## config.mk

```make
export PLATFORM = sky130hd
export DESIGN_NAME = mem_port_arbiter
export DESIGN_NICKNAME = d
export VERILOG_FILES = /design/src/rtl/mem_port_arbiter.sv
export SDC_FILE = /design/constraint.sdc
export NUM_CORES = 1
export LEC_CHECK = 0
export ABC_CLOCK_PERIOD_IN_PS = 1700
export CAP_MARGIN = 10
export CORE_MARGIN = 2
export CORE_UTILIZATION = 37
export DETAILED_ROUTE_END_ITERATION = 16
export GPL_TIMING_DRIVEN = 0
export HOLD_SLACK_MARGIN = 0.03
export PLACE_DENSITY = 0.82
export SYNTH_ARGS = -nofsm -noshare
export SYNTH_HDL_FRONTEND = slang
export SYNTH_SLANG_ARGS = --single-unit
```

## constraint.sdc

```tcl
create_clock -name clk -period 1.7 [get_ports clk]
set_input_delay 0.34 -clock clk [delete_from_list [all_inputs] [get_ports clk]]
set_output_delay 0.34 -clock clk [all_outputs]
set_load 0.005 [all_outputs]
```

## src/rtl/mem_port_arbiter.sv

```systemverilog
// mem_port_arbiter: shares a single-ported memory between the instruction
// fetch port and the load/store data port. Each access takes one IDLE
// (arbitrate) cycle and one ACCESS cycle. Contention is resolved round-robin.
// Misaligned or out-of-range addresses are acked with err=1 and never written.
module mem_port_arbiter #(
    parameter int NUM_OF_BYTES = 1024
) (
    input  logic        clk,
    input  logic        mem_reset,
    input  logic        if_req,
    input  logic [31:0] if_addr,
    output logic        if_ack,
    output logic [31:0] if_rdata,
    output logic        if_err,
    input  logic        d_req,
    input  logic [31:0] d_addr,
    input  logic        d_we,
    input  logic [31:0] d_wdata,
    output logic        d_ack,
    output logic [31:0] d_rdata,
    output logic        d_err,
    output logic [31:0] mem_address,
    output logic        mem_write_en,
    output logic [31:0] mem_write_data,
    input  logic [31:0] mem_read_data,
    output logic        busy
);

    localparam logic [31:0] MAX_ADDR = 32'(NUM_OF_BYTES - 4);

    typedef enum logic {IDLE, ACCESS} state_t;
    typedef enum logic {OWN_IF, OWN_D} port_t;

    state_t      state;
    port_t       owner;
    port_t       last_served;

    logic        if_elig;
    logic        d_elig;
    logic [31:0] cur_addr;
    logic        err_now;
    logic        is_store;

    // Request eligibility (a port being acked this cycle is masked) and
    // decode of the current owner's access.
    always_comb begin
        if_elig  = if_req && !if_ack;
        d_elig   = d_req && !d_ack;
        cur_addr = (owner == OWN_D) ? d_addr : if_addr;
        err_now  = (cur_addr[1:0] != 2'b00) || (cur_addr > MAX_ADDR);
        is_store = (owner == OWN_D) && d_we;
    end

    // Memory-side drive: only active during ACCESS; writes suppressed on error
    // and combinationally blocked while reset is asserted.
    always_comb begin
        mem_address    = '0;
        mem_write_en   = 1'b0;
        mem_write_data = '0;
        if (state == ACCESS) begin
            mem_address    = cur_addr;
            mem_write_data = is_store ? d_wdata : '0;
            mem_write_en   = is_store && !err_now && !mem_reset;
        end
    end

    assign busy = (state == ACCESS);

    // Arbitration FSM with registered ack/err/rdata per port.
    always_ff @(posedge clk) begin
        if (mem_reset) begin
            state       <= IDLE;
            owner       <= OWN_IF;
            last_served <= OWN_D;
            if_ack      <= 1'b0;
            d_ack       <= 1'b0;
            if_err      <= 1'b0;
            d_err       <= 1'b0;
            if_rdata    <= '0;
            d_rdata     <= '0;
        end else begin
            if_ack <= 1'b0;
            d_ack  <= 1'b0;
            case (state)
                IDLE: begin
                    if (if_elig && d_elig) begin
                        owner <= (last_served == OWN_IF) ? OWN_D : OWN_IF;
                        state <= ACCESS;
                    end else if (if_elig) begin
                        owner <= OWN_IF;
                        state <= ACCESS;
                    end else if (d_elig) begin
                        owner <= OWN_D;
                        state <= ACCESS;
                    end
                end
                ACCESS: begin
                    if (owner == OWN_IF) begin
                        if_ack   <= 1'b1;
                        if_err   <= err_now;
                        if_rdata <= err_now ? '0 : mem_read_data;
                    end else begin
                        d_ack    <= 1'b1;
                        d_err    <= err_now;
                        d_rdata  <= (err_now || d_we) ? '0 : mem_read_data;
                    end
                    last_served <= owner;
                    state       <= IDLE;
                end
                default: state <= IDLE;
            endcase
        end
    end

endmodule

```

==> reports/summary.txt <==
Status: finished with violations
Violated checks: setup timing
Hold Path Origin: mem_reset
Max-Slew Margin vs Limit: 64.34%
YS warnings: 0
Crit path kind: flip-flop to output pin
FMAX: 526.0 MHz
Endpoint, Worst Hold: owner
Fin. max-slew vios: 0
Met3 Use GR: 7.292%
Initial DRC Count: 209
Setup TNS: -7759 ps
Cell Rows: 38
# IOs: 267
Root Buffer: clkbuf_8
CTS tree: built
Max stage delay on crit path: 370 ps
Fin Clk Skew: 10.04 ps
DR WL/cell: 18.65 um
GR peak layer: met2
Pin count of the biggest net entering global routing: 13
Crit path arrival time: 1560 ps
R2r startpoint: busy
Post-Syn Area: 4099 sq um
Final Hold Vio Count: 0
DP HPWL: 12,740 um
Sequential area share after synthesis: 34.68%
Slowest CP cell: dfxtp_4
Antenna fix cells: 0
Fraction of layout cells with a size suffix above 1: 30.42%
DP Area: 6927 sq um
Post-route DRC: 0
Slew of the pin with the lowest slew margin: 532.9 ps
Sequential standard cell area: 1429 sq um
Period utilization: 111.8%
Fill count: 871
Largest registers: d_rdata (32), if_rdata (32)
CP Cell Sequence: buf_12, and3_4, buf_6, buf_6, and2_4, buf_6
Clk_lat worst skew: 340 ps
P&R area growth vs syn: 82.84%
Syn_nets: 576
Clock Tree Buf Depth: 2
CTS Hold Buffers Added: 0
CP Capture Type: output pin
Final setup viols: 63
Synth area leaders: dfxtp_1, o2bb2ai_2, nand4_1
Total CTS buffers: 9
Final WL: 16,710 um
Fin nets: 885
GP Congestion: 0.8712
CTS sink cnt: 71
Via Count: 4,599
Port buffer count: 265
Unrepaired setup endpoints after global routing: yes
Synth top area share: 34.68%
Antenna violations before repair: 0
Met1 Resource Use GR: 30.13%
Pre-antenna DRT Iters: 4
Cell mode on critical path: buf_6
RR Endpoint: if_rdata[4]
Via/cell ratio: 5.133
First-pass GRT wire length: 24,500 um
Post-route cell area: 7495 sq um
Cells after synthesis: 443
PwrDens: 512.0 nW/um^2
Max-Cap Viols: 0
Hold Crit Depth: 2
R2R Setup Slk: 50 ps
Tot GR Track Use: 26.64%
Htree depth: 3
Distinct cells, synth: 30
Overall Power: 3.837 mW
Worst Setup Slack, final: -201.1 ps
Multi-input gate area: 2532 sq um
R2R depth: 5
Crit start category: flip-flop
Peak VDD IR: 0.4307 mV
Routed Antenna Nets: 0
Worst Path Required: 1360 ps
Clk pin slew, worst setup/hold paths: 80 ps
Die area: 11,940 sq um
Avg Inst Size Synth: 9.253 sq um
Die outline height: 109.3 um
Die width: 109.3 um
Tmin final: 1901 ps
CP Max Fanout: 8
Vias in the first global route: 4,606
Met2 Usage GRT: 46.94%
Grt ovf: 0
Hold crit path type: primary input to flip-flop
Seq cells post-synth: 71
Leakage: 2.830 nW
Initial Util: 37.81%
Synth area leader: dfxtp_1
Core area: 10,840 sq um
## cell families after synthesis
group | synth area share (%)
buffers and inverters | 7.265
multiplexers | 7.814
AND/OR/NAND/NOR | 33.27
flip-flops | 34.68
AO/OA/AOI/OAI | 16.97
## routing by layer
metal	share of wire, %	routed length (um)
met5	0	0
met1	38	6327
met3	9.7	1619
met4	2.5	422
met2	50	8340
## cell usage after synthesis
cell type	instances
and2_1	32
mux2i_1	32
nand4_2	1
and3b_1	1
a21oi_4	1
o221a_2	1
nand3_1	1
nor4_4	4
nand2_1	32
buf_2	19
clkbuf_1	11
nor2b_1	65
nor2_1	3
nand4_1	67
o2bb2ai_1	2
buf_4	7
dfxtp_1	71
o21ai_0	6
a21oi_1	2
o21ai_1	29
a211oi_1	1
nand2b_1	2
nor3b_4	1
inv_1	2
and3_1	1
nor4_1	8
o2bb2ai_2	30
buf_6	9
nor3b_1	1
o21a_1	1
## worst max-delay path, delay by kind of cell, from the launching register on
family,cells,cell delay [ps]
flops,1,370
buf+inv,4,460
simple gates,2,390
## power by group
part	leakage, nW	internal (mW)	total [mW]	switching, mW
Combinational	2.18	0.554	0.953	0.399
Sequential	0.574	1.67	1.68	0.00915
Clock	0.0764	0.558	1.20	0.644
## metrics by stage
| stage | utilization, % | hold WS (ps) | instances | setup WS (ps) |
|---|---|---|---|---|
| floorplan | - | 441.9 | 443 | 151.3 |
| global placement | 63.90 | 434.9 | 848 | -1250 |
| detailed placement | 63.90 | 441.8 | 848 | -1289 |
| CTS | 68.02 | 294.9 | 889 | -191.6 |
| global route | 69.14 | 318.7 | 896 | -254.4 |
| finish | 69.14 | 307.5 | 896 | -201.1 |
## cell usage in the layout (no fill, tap or decap), types with 28 or more instances in the layout
cell,netlist,final
o21ai_1,29,29
nor2b_1,65,65
dfxtp_1,71,69
nand4_1,67,67
buf_2,19,30
buf_6,9,51
mux2i_1,32,28
o2bb2ai_2,30,30
clkdlybuf4s50_1,0,174
nand2_1,32,32
## worst max path at each step
| stage | from | endpoint | cells after the start |
|---|---|---|---|
| finish | owner | mem_write_data[25] | 6 |
| global route | owner | mem_address[27] | 5 |
| CTS | owner | mem_write_data[29] | 6 |
| detailed placement | d_addr[13] | mem_write_en | 6 |
| global placement | d_addr[14] | mem_write_en | 6 |
| floorplan | mem_reset | mem_write_en | 6 |
## final cells by class
| class | instances | area share, % |
|---|---|---|
| repair buffers | 300 | 37.31 |
| multi-input cells | 324 | 33.79 |
| flip-flops and latches | 71 | 19.07 |
| plain buffers | 44 | 5.092 |
| well taps | 140 | 2.337 |
| clock buffers | 10 | 1.836 |
| clock inverters | 5 | 0.4674 |
| inverters | 2 | 0.1002 |
## what timing repair did
item / CTS / global route
pin swaps: 34 / 15
setup endpoints to repair: 126 / 97
cloned: 3 / 0
resized for setup: 319 / 71
setup buffers: 23 / 10
Note: power is estimated with default switching activity, not from simulation.
